`src/rtl/mem_port_arbiter_pkg.sv`:
```
// Shared types and constants for the fetch/load-store memory port arbiter.
//   owner_t     : transaction owner encoding (NONE/IF/LS), also the owner output value
//   arb_state_t : arbiter FSM state encoding
package mem_port_arbiter_pkg;

  localparam int unsigned MEM_LAT_DEFAULT = 2;
  localparam int unsigned CNT_W           = 4;

  typedef enum logic [1:0] {
    OWN_NONE = 2'b00,
    OWN_IF   = 2'b01,
    OWN_LS   = 2'b10
  } owner_t;

  typedef enum logic [1:0] {
    ST_IDLE = 2'b00,
    ST_WAIT = 2'b01,
    ST_RESP = 2'b10
  } arb_state_t;

endpackage

```
`src/rtl/mem_port_arbiter_if.sv`:
```
// Bus bundle between the fetch / load-store requesters, the memory and the arbiter.
//   slave  : arbiter side (takes requests and mem_rdata, drives grants, rvalids, memory strobes)
//   master : requester/memory side (the opposite directions)
interface mem_port_arbiter_if #(
  parameter int unsigned AW = 32
);

  logic          if_req;
  logic [AW-1:0] if_addr;
  logic          if_gnt;
  logic          if_rvalid;

  logic          ls_req;
  logic          ls_we;
  logic [AW-1:0] ls_addr;
  logic [31:0]   ls_wdata;
  logic [3:0]    ls_be;
  logic          ls_gnt;
  logic          ls_rvalid;

  logic [31:0]   rdata;

  logic          mem_en;
  logic          mem_we;
  logic [AW-1:0] mem_addr;
  logic [31:0]   mem_wdata;
  logic [3:0]    mem_be;
  logic [31:0]   mem_rdata;

  logic          busy;
  logic [1:0]    owner;

  modport slave (
    input  if_req, if_addr, ls_req, ls_we, ls_addr, ls_wdata, ls_be, mem_rdata,
    output if_gnt, if_rvalid, ls_gnt, ls_rvalid, rdata,
           mem_en, mem_we, mem_addr, mem_wdata, mem_be, busy, owner
  );

  modport master (
    output if_req, if_addr, ls_req, ls_we, ls_addr, ls_wdata, ls_be, mem_rdata,
    input  if_gnt, if_rvalid, ls_gnt, ls_rvalid, rdata,
           mem_en, mem_we, mem_addr, mem_wdata, mem_be, busy, owner
  );

endinterface

```
`src/rtl/mem_port_arbiter.sv`:
```
// Two-requester (fetch / load-store) arbiter onto a single fixed-latency memory port.
// One transaction outstanding at a time; round-robin on ties.
//   clk, rst_n : clock, asynchronous active-low reset
//   bus        : mem_port_arbiter_if.slave -- requests, grants, rvalids, shared rdata,
//                memory strobes, busy and owner status
// Grants and memory strobes are combinational in the IDLE cycle the request is seen;
// rvalid/busy/owner come straight from registered state.
module mem_port_arbiter
  import mem_port_arbiter_pkg::*;
#(
  parameter int unsigned MEM_LAT = MEM_LAT_DEFAULT,
  parameter int unsigned AW      = 32
) (
  input  logic               clk,
  input  logic               rst_n,
  mem_port_arbiter_if.slave  bus
);

  arb_state_t       state_q, state_d;
  owner_t           owner_q, owner_d;
  owner_t           last_q,  last_d;
  logic [CNT_W-1:0] cnt_q,   cnt_d;
  logic             gnt_if_c;
  logic             gnt_ls_c;
  logic             resp_c;

  // State register; last owner resets to LS so IF wins the first tie.
  always_ff @(posedge clk or negedge rst_n) begin
    if (!rst_n) begin
      state_q <= ST_IDLE;
      owner_q <= OWN_NONE;
      last_q  <= OWN_LS;
      cnt_q   <= '0;
    end else begin
      state_q <= state_d;
      owner_q <= owner_d;
      last_q  <= last_d;
      cnt_q   <= cnt_d;
    end
  end

  // Next-state, round-robin pick and grant generation.
  always_comb begin
    state_d  = state_q;
    owner_d  = owner_q;
    last_d   = last_q;
    cnt_d    = cnt_q;
    gnt_if_c = 1'b0;
    gnt_ls_c = 1'b0;
    case (state_q)
      ST_IDLE: begin
        // rst_n gate keeps grants and strobes low while reset is asserted.
        if (rst_n) begin
          if (bus.ls_req && (!bus.if_req || last_q == OWN_IF)) gnt_ls_c = 1'b1;
          else if (bus.if_req)                                 gnt_if_c = 1'b1;
        end
        if (gnt_if_c || gnt_ls_c) begin
          owner_d = gnt_ls_c ? OWN_LS : OWN_IF;
          last_d  = gnt_ls_c ? OWN_LS : OWN_IF;
          cnt_d   = CNT_W'(MEM_LAT - 1);
          state_d = (MEM_LAT == 1) ? ST_RESP : ST_WAIT;
        end
      end
      ST_WAIT: begin
        cnt_d = cnt_q - 1'b1;
        if (cnt_q == CNT_W'(1)) state_d = ST_RESP;
      end
      ST_RESP: begin
        state_d = ST_IDLE;
        owner_d = OWN_NONE;
      end
      default: begin
        state_d = ST_IDLE;
        owner_d = OWN_NONE;
      end
    endcase
  end

  assign resp_c = (state_q == ST_RESP);

  // Memory strobes carry the winner's fields only in the grant cycle, else zero.
  assign bus.if_gnt    = gnt_if_c;
  assign bus.ls_gnt    = gnt_ls_c;
  assign bus.mem_en    = gnt_if_c | gnt_ls_c;
  assign bus.mem_we    = gnt_ls_c & bus.ls_we;
  assign bus.mem_be    = gnt_ls_c ? bus.ls_be : (gnt_if_c ? 4'hF : 4'h0);
  assign bus.mem_addr  = gnt_ls_c ? AW'(bus.ls_addr) : (gnt_if_c ? AW'(bus.if_addr) : '0);
  assign bus.mem_wdata = gnt_ls_c ? bus.ls_wdata : '0;

  assign bus.if_rvalid = resp_c && (owner_q == OWN_IF);
  assign bus.ls_rvalid = resp_c && (owner_q == OWN_LS);
  assign bus.rdata     = (bus.if_rvalid || bus.ls_rvalid) ? bus.mem_rdata : '0;
  assign bus.busy      = (state_q != ST_IDLE);
  assign bus.owner     = owner_q;

endmodule

```
`src/flat_wrapper.sv`:
```
// flat-port wrapper written by rule: the top's interface ports become plain ports
module mem_port_arbiter_flat import mem_port_arbiter_pkg::*;
#(
  parameter int unsigned MEM_LAT = MEM_LAT_DEFAULT,
  parameter int unsigned AW      = 32
)
  (clk, rst_n, bus_if_req, bus_if_addr, bus_ls_req, bus_ls_we, bus_ls_addr, bus_ls_wdata, bus_ls_be, bus_mem_rdata, bus_if_gnt, bus_if_rvalid, bus_ls_gnt, bus_ls_rvalid, bus_rdata, bus_mem_en, bus_mem_we, bus_mem_addr, bus_mem_wdata, bus_mem_be, bus_busy, bus_owner);
  mem_port_arbiter_if #(.AW(AW)) bus_i ();
  input  logic clk;
  input  logic rst_n;
  input wire logic [$bits(bus_i.if_req)-1:0] bus_if_req;
  input wire logic [$bits(bus_i.if_addr)-1:0] bus_if_addr;
  input wire logic [$bits(bus_i.ls_req)-1:0] bus_ls_req;
  input wire logic [$bits(bus_i.ls_we)-1:0] bus_ls_we;
  input wire logic [$bits(bus_i.ls_addr)-1:0] bus_ls_addr;
  input wire logic [$bits(bus_i.ls_wdata)-1:0] bus_ls_wdata;
  input wire logic [$bits(bus_i.ls_be)-1:0] bus_ls_be;
  input wire logic [$bits(bus_i.mem_rdata)-1:0] bus_mem_rdata;
  output wire logic [$bits(bus_i.if_gnt)-1:0] bus_if_gnt;
  output wire logic [$bits(bus_i.if_rvalid)-1:0] bus_if_rvalid;
  output wire logic [$bits(bus_i.ls_gnt)-1:0] bus_ls_gnt;
  output wire logic [$bits(bus_i.ls_rvalid)-1:0] bus_ls_rvalid;
  output wire logic [$bits(bus_i.rdata)-1:0] bus_rdata;
  output wire logic [$bits(bus_i.mem_en)-1:0] bus_mem_en;
  output wire logic [$bits(bus_i.mem_we)-1:0] bus_mem_we;
  output wire logic [$bits(bus_i.mem_addr)-1:0] bus_mem_addr;
  output wire logic [$bits(bus_i.mem_wdata)-1:0] bus_mem_wdata;
  output wire logic [$bits(bus_i.mem_be)-1:0] bus_mem_be;
  output wire logic [$bits(bus_i.busy)-1:0] bus_busy;
  output wire logic [$bits(bus_i.owner)-1:0] bus_owner;
  assign bus_i.if_req = bus_if_req;
  assign bus_i.if_addr = bus_if_addr;
  assign bus_i.ls_req = bus_ls_req;
  assign bus_i.ls_we = bus_ls_we;
  assign bus_i.ls_addr = bus_ls_addr;
  assign bus_i.ls_wdata = bus_ls_wdata;
  assign bus_i.ls_be = bus_ls_be;
  assign bus_i.mem_rdata = bus_mem_rdata;
  assign bus_if_gnt = bus_i.if_gnt;
  assign bus_if_rvalid = bus_i.if_rvalid;
  assign bus_ls_gnt = bus_i.ls_gnt;
  assign bus_ls_rvalid = bus_i.ls_rvalid;
  assign bus_rdata = bus_i.rdata;
  assign bus_mem_en = bus_i.mem_en;
  assign bus_mem_we = bus_i.mem_we;
  assign bus_mem_addr = bus_i.mem_addr;
  assign bus_mem_wdata = bus_i.mem_wdata;
  assign bus_mem_be = bus_i.mem_be;
  assign bus_busy = bus_i.busy;
  assign bus_owner = bus_i.owner;
  mem_port_arbiter #(.MEM_LAT(MEM_LAT), .AW(AW)) u_core (.clk(clk), .rst_n(rst_n), .bus(bus_i));
endmodule
```
`config.mk`:
```
export PLATFORM = sky130hd
export DESIGN_NAME = mem_port_arbiter_flat
export DESIGN_NICKNAME = d
export VERILOG_FILES = /design/src/rtl/mem_port_arbiter_pkg.sv /design/src/rtl/mem_port_arbiter_if.sv /design/src/rtl/mem_port_arbiter.sv /design/src/flat_wrapper.sv
export SDC_FILE = /design/constraint.sdc
export NUM_CORES = 1
export LEC_CHECK = 0
export ABC_AREA = 1
export BUFFER_PORTS_ARGS = -buffer_cell sky130_fd_sc_hd__buf_4
export CAP_MARGIN = 20
export CORE_AREA = 2 2 96 98
export DETAILED_ROUTE_END_ITERATION = 6
export DIE_AREA = 0 0 98 100
export PLACE_DENSITY = 0.64
export SYNTH_ARGS = -nofsm -noshare
export SYNTH_HDL_FRONTEND = slang
export SYNTH_SLANG_ARGS = --single-unit
```
`constraint.sdc`:
```
create_clock -name clk -period 1.9 [get_ports clk]
set_clock_uncertainty 0.2 [all_clocks]
set_input_delay 0.19 -clock clk [delete_from_list [all_inputs] [get_ports clk]]
set_output_delay 0.19 -clock clk [all_outputs]
set_load 0.02 [all_outputs]
```
==> results by group, run 1 <==
Place
  • Port bufs: 245
  • HPWL Detailed: 6270 um
  • Placer Congestion: 0.794
  • Placed Area: 3690 sq um

STA
  • Fmax: 505 MHz
  • RSZ-0062 raised after global routing: true
  • Period utilization: 104%
  • TNS Setup: -2.36 ns
  • Tmin final: 1.98 ns
  • Count of pins over their slew limit: 0
  • Slew @ Worst Pin: 0.539 ns
  • Fin. Hold Viols: 0
  • Max-slew headroom: 63.7%
  • Setup ws final: -0.0797 ns
  • Hold_ws: 0.269 ns
  • # setup viols final: 44

Clock network
  • CTS clk-pin slew, worst paths: 0.05 ns
  • CTS buffer count: 3
  • Sink Count: 10
  • Skew-Pair Late Insertion Delay: 0.24 ns
  • Longest Clk Path Bufs: 2
  • CTS root buf: clkbuf_8
  • CTS tree: done
  • H-Tree Depth: 1

Yosys
  • Mean post-synth cell area: 5.23 sq um
  • Synth area leaders: nand4_1 (24%), inv_1 (18%), nor2_1 (15%), dfrtp_1 (13%), nand2_1 (12%)
  • Synth Area in Compound Gates: 3.22%
  • Yosys cell types: 21
  • Post-Syn Area: 1750 sq um
  • Synth Area in Adders: 1.43%
  • Sequential fraction of the synthesis area: 14.4%
  • Mux share of post-synthesis cell area: 0%
  • Syn_nets: 474
  • Yosys top cell by area: nand4_1
  • Post-synth top area share: 23.6%
  • Post-Synth Simple-Gate Area: 54.2%
  • Yosys reg bits: 10
  • Largest family of logic cells by synthesized area: simple AND/OR/NAND/NOR gates
  • Ys Warns: 0
  • Mapped Cells: 335
  • XOR/XNOR share of the synthesized area: 0%

Power
  • VDD IR max: 0.460 mV
  • Power per cell area: 752 nW/um^2
  • Leakage power: 2.69 nW

Detailed routing
  • DR top layer: met4
  • DRC viols: 0
  • Via count: 3194
  • Routed WL: 9860 um
  • Met2 WL: 5230 um
  • Detailed Route Iter0 Violations: 129
  • First-pass iteration count of the detailed router: 4
  • DR WL/cell: 14.1 um
  • Met1 wire length: 3730 um
  • Met3 Wirelength: 800 um
  • DR vias/cell: 4.56
  • ANT nets after route: 0

Final layout
  • Ratio of cells with drive above 1 in the final layout: 56.1%
  • Ant. Diodes: 0
  • Util after Layout: 50.8%
  • FILL cells: 865
  • Nets@finish: 730
  • Area growth from synthesis to layout: 158%
  • Final instance area: 4510 sq um

Die
  • Die Height: 100 um
  • Core area: 8890 sq um
  • I/O Pins: 246
  • # rows: 35
  • Die X: 98 um
  • Die area: 9800 sq um
  • Initial Util: 19.7%

Worst setup path
  • Critical path's largest stage delay: 0.52 ns
  • R2r setup slk: 0.11 ns
  • Critical-path cell list: inv_2 -> nand2_4 -> nand2_4 -> nand4_1 -> buf_6 -> buf_6 -> nor2_1 -> buf_4
  • FF-to-FF End: u_core.bus.owner[1]
  • CP Capture Type: output pin
  • WS Path Type: flip-flop to output pin
  • Critical Path Fanout Max: 7
  • Worst R2R Path Depth: 10
  • Slowest-stage cell, CP: dfstp_2
  • Crit path DAT: 1.59 ns
  • Data required, critical path: 1.51 ns
  • Crit start category: flip-flop
  • R2r startpoint: u_core.last_q[1]

Worst hold path
  • Min-Delay Path Class: input port to async pin

Flow run
  • Max-cap viol count: 0

Global routing
  • Global-route wire length before repair: 13400 um
  • GRT Overall Usage: 16.1%
  • Vias in the first global route: 2808
  • Pin count of the biggest net entering global routing: 35
  • Total grt overflow: 0
  • Initial antenna violation count: 0

Status
  • Status: finished, violations left
  • Failing checks: setup timing
==> synth_stat cells, drive strengths merged <==
cell,count
inv,85
nor2,72
nand4,66
nand2,56
buf,24
dfrtp,9
nand3,7
o21ai,7
clkbuf,3
a21oi,2
ha,2
dfstp,1
o21bai,1
==> state kept, by name, summed over array words and instances (netlist names) <==
register          flops
u_core.cnt_q          4
u_core.bus.owner      2
u_core.last_q         2
u_core.state_q        2
==> critical path: cells and delay by family, from the launching register on <==
kind	cells	cell delay, ns
buf+inv	4	0.53
flops	1	0.52
simple gates	4	0.30
==> how the worst max path moves through the flow <==
stage / end / slack [ns] / cells after the start / startpoint
final: bus_mem_wdata[20] / -0.08 / 8 / u_core.last_q[1]
after global routing: bus_mem_wdata[20] / -0.13 / 8 / u_core.last_q[1]
after CTS: bus_mem_addr[2] / -0.06 / 8 / u_core.last_q[1]
after detailed placement: bus_rdata[28] / 0.07 / 7 / u_core.state_q[1]
after global placement: bus_mem_addr[0] / 0.11 / 8 / u_core.last_q[1]
after floorplan: bus_rdata[10] / 0.15 / 7 / u_core.bus.owner[0]
==> metal layers <==
| layer | track usage (%) | up-vias |
|---|---|---|
| li1 | - | 1561 |
| met1 | 20.8 | 1461 |
| met2 | 28.9 | 161 |
| met3 | 2.30 | 11 |
| met4 | 2.67 | 0 |
| met5 | 0 | - |
==> repair_timing <==
item / CTS / global route
setup buffers: 6 / 9
gates resized for setup: 47 / 76
pin swaps: 22 / 12
endpoints found under the setup margin: 104 / 104
hold endpoints to repair: 10 / 10
cloned: 4 / 6
==> cell usage in the layout (no fill, tap or decap) <==
cell           count
a21oi_2            1
nand3_1            6
a21oi_1            1
buf_4            195
inv_1             78
dfrtp_1            9
clkbuf_1           1
buf_6             66
nand2_8            1
nand4_1           66
nand2_1           51
buf_12             6
buf_16             2
inv_2              7
buf_8              1
nand3_4            1
dlygate4sd3_1      1
nor2_4             7
o21ai_2            4
bufbuf_16          1
clkbuf_8           3
nand2_2            2
o21bai_1           1
ha_1               2
nand2_4            2
o21ai_0            3
nor2_2            26
clkbuf_16          5
dfstp_2            1
nor2_1            40
==> power by group <==
| part | internal (mW) | switching [mW] |
|---|---|---|
| sequential | 0.316 | 0.0778 |
| combinational | 1.28 | 1.48 |
| clock | 0.147 | 0.0887 |
| total | 1.75 | 1.65 |
==> through the flow <==
step	power, mW	instances	worst slack [ns]
after CTS	3.02	685	-0.0639
after global routing	3.61	701	-0.129
after detailed placement	2.43	671	0.0662
final	3.39	701	-0.0797
after floorplan	1.59	335	0.149
after global placement	2.39	671	0.111
==> logic make-up (layout without fill, tap and decap cells) <==
family | after synthesis | count (layout)
buffers and inverters | 112 | 366
adder cells (fa/ha/maj) | 2 | 2
AO/OA/AOI/OAI | 10 | 10
flip-flops | 10 | 10
AND/OR/NAND/NOR | 201 | 202
==> final cells by class <==
cell class / instances / area [sq um] / area share (%)
tap: 111 / 139 / 3.08
timing repair buffer: 277 / 2560 / 56.8
multi-input combinational: 214 / 1190 / 26.5
inverter: 85 / 319 / 7.07
sequential: 10 / 251 / 5.57
clock buffer: 4 / 45.0 / 0.998
(Power assumes the default switching activity.)
==> run 2: changes to the inputs <==
Settings changed: CELL_PAD_IN_SITES_DETAIL_PLACEMENT set to 1, CELL_PAD_IN_SITES_GLOBAL_PLACEMENT set to 1, CORE_AREA 2 2 96 98 to not set, CORE_MARGIN set to 1.5, CORE_UTILIZATION set to 17, DIE_AREA 0 0 98 100 to not set, PLACE_DENSITY 0.64 to 0.89, SKIP_LAST_GASP set to 1.
==> run 2 against run 1 <==
The flow still finishes with violations (setup timing). Final cell count up 4.1%. Sequential share of layout area shrank 0.23 points. Maximum frequency is 0.17% lower. Cell area rose by 4.4%. Register-to-register slack gained 0.16 ns. Via count is 4.5% higher. Combinational power grew 9.8%. Flip-flop and latch count is the same.
==> results by group, run 2 (same netlist as run 1, synthesis figures left out) <==
Worst setup path
  • R2r setup slk: 0.27 ns (+0.16 ns)
  • Data required, critical path: 1.51 ns (about the same)
  • Critical Path Fanout Max: 7 (unchanged)
  • WS Path Type: flip-flop to output pin
  • R2r startpoint: u_core.state_q[1]
  • CP Capture Type: output pin
  • FF-to-FF End: u_core.last_q[0]
  • Crit path DAT: 1.59 ns (about the same)
  • Crit start category: flip-flop
  • Worst R2R Path Depth: 8 (-2)

Clock network
  • H-Tree Depth: 1 (unchanged)
  • Sink Count: 10 (unchanged)
  • Longest Clk Path Bufs: 2 (unchanged)
  • CTS buffer count: 3 (unchanged)
  • CTS clk-pin slew, worst paths: 0.05 ns (about the same)
  • CTS tree: done
  • CTS root buf: clkbuf_8
  • Skew-Pair Late Insertion Delay: 0.24 ns (about the same)

Final layout
  • Max reg flops: 4 (unchanged)
  • Non-filler cells, final: 730 (+4.1%)
  • Ant. Diodes: 0 (unchanged)
  • Area growth from synthesis to layout: 169%
  • Most common cell after layout, fill and taps aside: buf_4
  • Reg with most FFs: u_core.cnt_q
  • Ratio of cells with drive above 1 in the final layout: 56.3% (+0.18 points)
  • Nets@finish: 737 (+0.96%)
  • Most frequent cells in the layout: buf_4 (200), inv_1 (77), nand4_1 (66)

Detailed routing
  • Via count: 3337 (+4.5%)
  • ANT nets after route: 0 (unchanged)
  • Routed WL: 12300 um (+24%)
  • DR WL/cell: 16.8 um (+19%)
  • DRC viols: 0 (unchanged)
  • Detailed Route Iter0 Violations: 103 (-20%)
  • DR vias/cell: 4.57 (+0.33%)
  • First-pass iteration count of the detailed router: 4 (unchanged)

Worst hold path
  • Hold Crit Endpoint: u_core.cnt_q[0]
  • Worst hold start: u_core.cnt_q[0]
  • Hold path cells: 2
  • Min-Delay Path Class: flip-flop to flip-flop

Die
  • Initial Util: 17.7% (-1.9 points)
  • # rows: 36 (+2.9%)
  • Die area: 10900 sq um (+11%)
  • Core area: 9860 sq um (+11%)
  • Die X: 104 um (+6.6%)
  • Die Height: 104 um (+4.5%)
  • I/O Pins: 246 (unchanged)

STA
  • Fin. Hold Viols: 0 (unchanged)
  • Slew @ Worst Pin: 0.545 ns (+0.00631 ns)
  • RSZ-0062 raised after global routing: true
  • Setup ws final: -0.0830 ns (-0.00333 ns)
  • Max-slew headroom: 63.3% (-0.42 points)
  • Count of pins over their slew limit: 0 (unchanged)
  • # setup viols final: 51 (+16%)
  • Period utilization: 104% (+0.18 points)
  • Tmin final: 1.98 ns (+0.00333 ns)
  • Fmax: 504 MHz (-0.17%)

Power
  • Total Power: 3.66 mW (+7.7%)
  • VDD IR max: 0.547 mV (+19%)
  • Power per cell area: 776 nW/um^2 (+3.2%)
  • Leakage power: 2.75 nW (+2.2%)

Place
  • HPWL Detailed: 8140 um (+30%)
  • Dpl cells: 694 (+3.4%)
  • Placer Congestion: 0.857 (+7.9%)
  • Port bufs: 245 (unchanged)

Global routing
  • Initial antenna violation count: 0 (unchanged)
  • Total grt overflow: 0 (unchanged)
  • Vias in the first global route: 3252 (+16%)
  • Global-route wire length before repair: 16200 um (+21%)
  • Pin count of the biggest net entering global routing: 41 (+17%)
  • GRT Overall Usage: 18.1% (+2.0 points)

Flow run
  • Max-cap viol count: 0 (unchanged)

Status
  • Status: finished, violations left
  • Failing checks: setup timing
run 2: timing repair:
item	CTS	global route
cloned	4	9
pin swaps	22	20
hold endpoints to repair	10	0
setup endpoints to repair	104	104
hold buffers	1	0
gates resized for setup	39	94
setup buffers	5	14
run 2: layout make-up:
class / count / area (sq um)
fillers: 1233 / 5150
flip-flops and latches: 10 / 251
multi-input cells: 214 / 1240
repair buffers: 284 / 2680
clock buffers: 4 / 45.0
inverters: 85 / 322
well taps: 133 / 166
run 2: worst max-delay path, stage by stage (launching register included):
cell,delay (ns)
dfstp_2,0.52
inv_2,0.04
nand2_4,0.06
nand2_4,0.07
nand4_1,0.11
buf_6,0.18
clkbuf_16,0.17
nor2_1,0.05
buf_4,0.15
run 2: worst max-delay path by stage:
stage | startpoint | endpoint | slack, ns | cells past startpoint
6_report | u_core.last_q[1] | bus_mem_wdata[24] | -0.08 | 8
5_1_grt | u_core.last_q[1] | bus_mem_wdata[22] | -0.15 | 8
4_1_cts | u_core.last_q[1] | bus_mem_addr[2] | -0.07 | 8
3_5_place_dp | u_core.bus.owner[0] | bus_rdata[1] | 0.003 | 7
3_3_place_gp | u_core.state_q[0] | bus_mem_be[3] | 0.08 | 5
2_1_floorplan | u_core.bus.owner[0] | bus_rdata[10] | 0.15 | 7
run 2: layer usage:
layer,up-vias,global-route usage (%),wire [um]
li1,1580,-,-
met2,173,35.7,6660
met3,16,3.70,882
met4,0,3.17,175
met1,1568,19.7,4530
met5,-,0,0
run 2: through the flow:
stage                     setup WS (ns)  cell area [sq um]  hold WS [ns]  util, %  setup TNS, ns
after global routing             -0.151               4710         0.369     47.8          -7.91
after global placement           0.0823               3730       -0.0404     37.8              0
after CTS                       -0.0709               4060         0.328     41.2          -2.03
after detailed placement        0.00251               3730       -0.0315     37.8              0
after floorplan                   0.149               1750        -0.306        -              0
final                           -0.0830               4710         0.321     47.8          -2.33
run 2: power by group:
group / internal, mW / total [mW] / leakage, nW / switching (mW)
combinational: 1.44 / 3.03 / 2.61 / 1.59
clock: 0.147 / 0.230 / 0.0228 / 0.0833
sequential: 0.316 / 0.396 / 0.125 / 0.0802
==> run 3: changes to the inputs <==
Settings changed: CTS_BUF_LIST set to sky130_fd_sc_hd__clkbuf_4 sky130_fd_sc_hd__clkbuf_8, SLEW_MARGIN set to 5.
==> run 3 against run 2 <==
The flow still finishes with violations (setup timing). Non-clock buffer count unchanged. Largest power group unchanged. Register-to-register slack about the same. Worst hold slack barely moved. Combinational power is essentially flat. Count of clock-buffer cells in the layout is the same.
==> results by group, run 3 (same netlist as run 1, synthesis figures left out) <==
Worst setup path
  • Crit start category: flip-flop
  • Critical Path Fanout Max: 7 (unchanged)
  • Crit path buffers/inverters: 4 (unchanged)
  • Critical path's largest stage delay: 0.52 ns (about the same)
  • Critical-path cell list: inv_2 -> nand2_4 -> nand2_4 -> nand4_1 -> buf_6 -> clkbuf_16 -> nor2_1 -> buf_4
  • Largest delay share family, worst path: buffers and inverters
  • Data required, critical path: 1.51 ns (about the same)
  • Slowest-stage cell, CP: dfstp_2
  • Most frequent CP cell: nand2_4
  • WS Path Type: flip-flop to output pin
  • Crit path DAT: 1.59 ns (about the same)
  • CP Capture Type: output pin

Final layout
  • Most common cell after layout, fill and taps aside: buf_4
  • Ant. Diodes: 0 (unchanged)
  • Area growth from synthesis to layout: 169% (about the same)
  • Ratio of cells with drive above 1 in the final layout: 56.4% (+0.17 points)
  • Reg with most FFs: u_core.cnt_q
  • Nets@finish: 737 (unchanged)
  • FILL cells: 1233 (unchanged)
  • Max reg flops: 4 (unchanged)
  • Non-filler cells, final: 730 (unchanged)
  • Most frequent cells in the layout: buf_4 (200), inv_1 (77), nand4_1 (66)

STA
  • Count of pins over their slew limit: 0 (unchanged)
  • Hold_ws: 0.321 ns (-0.0000240 ns)
  • Fmax: 504 MHz (about the same)
  • Max-slew headroom: 63.1% (-0.21 points)
  • Tmin final: 1.98 ns (+0.000742 ns)
  • Fin. Hold Viols: 0 (unchanged)
  • RSZ-0062 raised after global routing: true
  • Setup ws final: -0.0837 ns (-0.000742 ns)
  • Slew @ Worst Pin: 0.548 ns (+0.00307 ns)
  • Period utilization: 104% (about the same)
  • # setup viols final: 51 (unchanged)

Place
  • Dpl cells: 694 (unchanged)
  • Placer Congestion: 0.857 (unchanged)
  • HPWL Detailed: 8140 um (unchanged)
  • Port bufs: 245 (unchanged)

Power
  • Total Power: 3.67 mW (+0.33%)
  • Power per cell area: 778 nW/um^2 (+0.25%)
  • VDD IR max: 0.547 mV (about the same)
  • Leakage power: 2.76 nW (+0.12%)

Die
  • Initial Util: 17.7% (unchanged)
  • Die area: 10900 sq um (unchanged)
  • # rows: 36 (unchanged)
  • I/O Pins: 246 (unchanged)
  • Core area: 9860 sq um (unchanged)
  • Die Height: 104 um (unchanged)
  • Die X: 104 um (unchanged)

Clock network
  • Sink Count: 10 (unchanged)
  • CTS buffer count: 3 (unchanged)
  • CTS tree: done
  • Longest Clk Path Bufs: 2 (unchanged)
  • Skew-Pair Late Insertion Delay: 0.23 ns (about the same)
  • H-Tree Depth: 1 (unchanged)
  • CTS root buf: clkbuf_8
  • CTS clk-pin slew, worst paths: 0.05 ns (about the same)

Global routing
  • Initial antenna violation count: 0 (unchanged)
  • Global-route wire length before repair: 16200 um (unchanged)
  • Pin count of the biggest net entering global routing: 41 (unchanged)
  • Total grt overflow: 0 (unchanged)
  • Vias in the first global route: 3252 (unchanged)
  • GRT Overall Usage: 18.1% (unchanged)

Detailed routing
  • DR vias/cell: 4.56 (-0.33%)
  • DR WL/cell: 16.8 um (about the same)
  • ANT nets after route: 0 (unchanged)
  • Routed WL: 12200 um (about the same)
  • Detailed Route Iter0 Violations: 103 (unchanged)
  • First-pass iteration count of the detailed router: 4 (unchanged)
  • DRC viols: 0 (unchanged)
  • Via count: 3326 (-0.33%)

Status
  • Failing checks: setup timing
  • Status: finished, violations left

Flow run
  • Max-cap viol count: 0 (unchanged)

Worst hold path
  • Min-Delay Path Class: flip-flop to flip-flop
==> run 3: cell type report <==
type                            count  area [sq um]  area share (%)
Timing Repair Buffer              284          2680            56.9
Multi-Input combinational cell    214          1240            26.4
Inverter                           85           322            6.82
Sequential cell                    10           251            5.33
Tap cell                          133           166            3.53
Clock buffer                        4          48.8            1.03
==> run 3: worst paths after layout <==
check / startpoint / to / slack, ns / cells past startpoint
setup / recovery: u_core.last_q[1] / bus_mem_wdata[24] / -0.08 / 8
hold / removal: u_core.cnt_q[0] / u_core.cnt_q[0] / 0.32 / 2
setup reg to reg: u_core.state_q[1] / u_core.last_q[0] / 0.27 / 8
hold reg to reg: u_core.cnt_q[0] / u_core.cnt_q[0] / 0.32 / 2
max in group asynchronous: rst_n / u_core.last_q[1] / 0.73 / 3
min in group asynchronous: rst_n / u_core.bus.owner[1] / 0.40 / 3
==> run 3: what timing repair did <==
action	in CTS	in global routing
endpoints found under the setup margin	104	104
cloned	4	9
hold buffers	1	0
pin swaps	22	20
buffers inserted	5	14
hold endpoints to repair	10	0
resized for setup	39	94
==> run 3: report_power, final <==
part	total, mW	switching (mW)	internal [mW]	leakage [nW]
registers	0.397	0.0811	0.316	0.125
logic	3.03	1.59	1.44	2.61
clock network	0.243	0.0818	0.161	0.0262
==> run 3: layer usage <==
layer  up-vias  track usage, %  wire length (um)
met5         -               0                 0
li1       1581               -                 -
met3        16            3.70               861
met4         0            3.17               175
met2       168            35.7              6660
met1      1561            19.7              4550
==> run 3: stage by stage <==
| step | utilization, % | TNS (ns) | setup WS, ns | instance area, sq um |
|---|---|---|---|---|
| after floorplan | - | 0 | 0.149 | 1750 |
| after global placement | 37.8 | 0 | 0.0823 | 3730 |
| after detailed placement | 37.8 | 0 | 0.00251 | 3730 |
| after CTS | 41.2 | -2.03 | -0.0709 | 4060 |
| after global routing | 47.8 | -7.91 | -0.151 | 4720 |
| final | 47.8 | -2.31 | -0.0837 | 4720 |
==> run 3: worst register-to-register path, stage by stage, from the launching register on <==
cell,delay (ns)
dfrtp_1,0.41
nor2_4,0.17
buf_12,0.16
buf_12,0.14
inv_2,0.06
nor2_4,0.13
inv_1,0.09
nand2_1,0.08
nand2_1,0.07
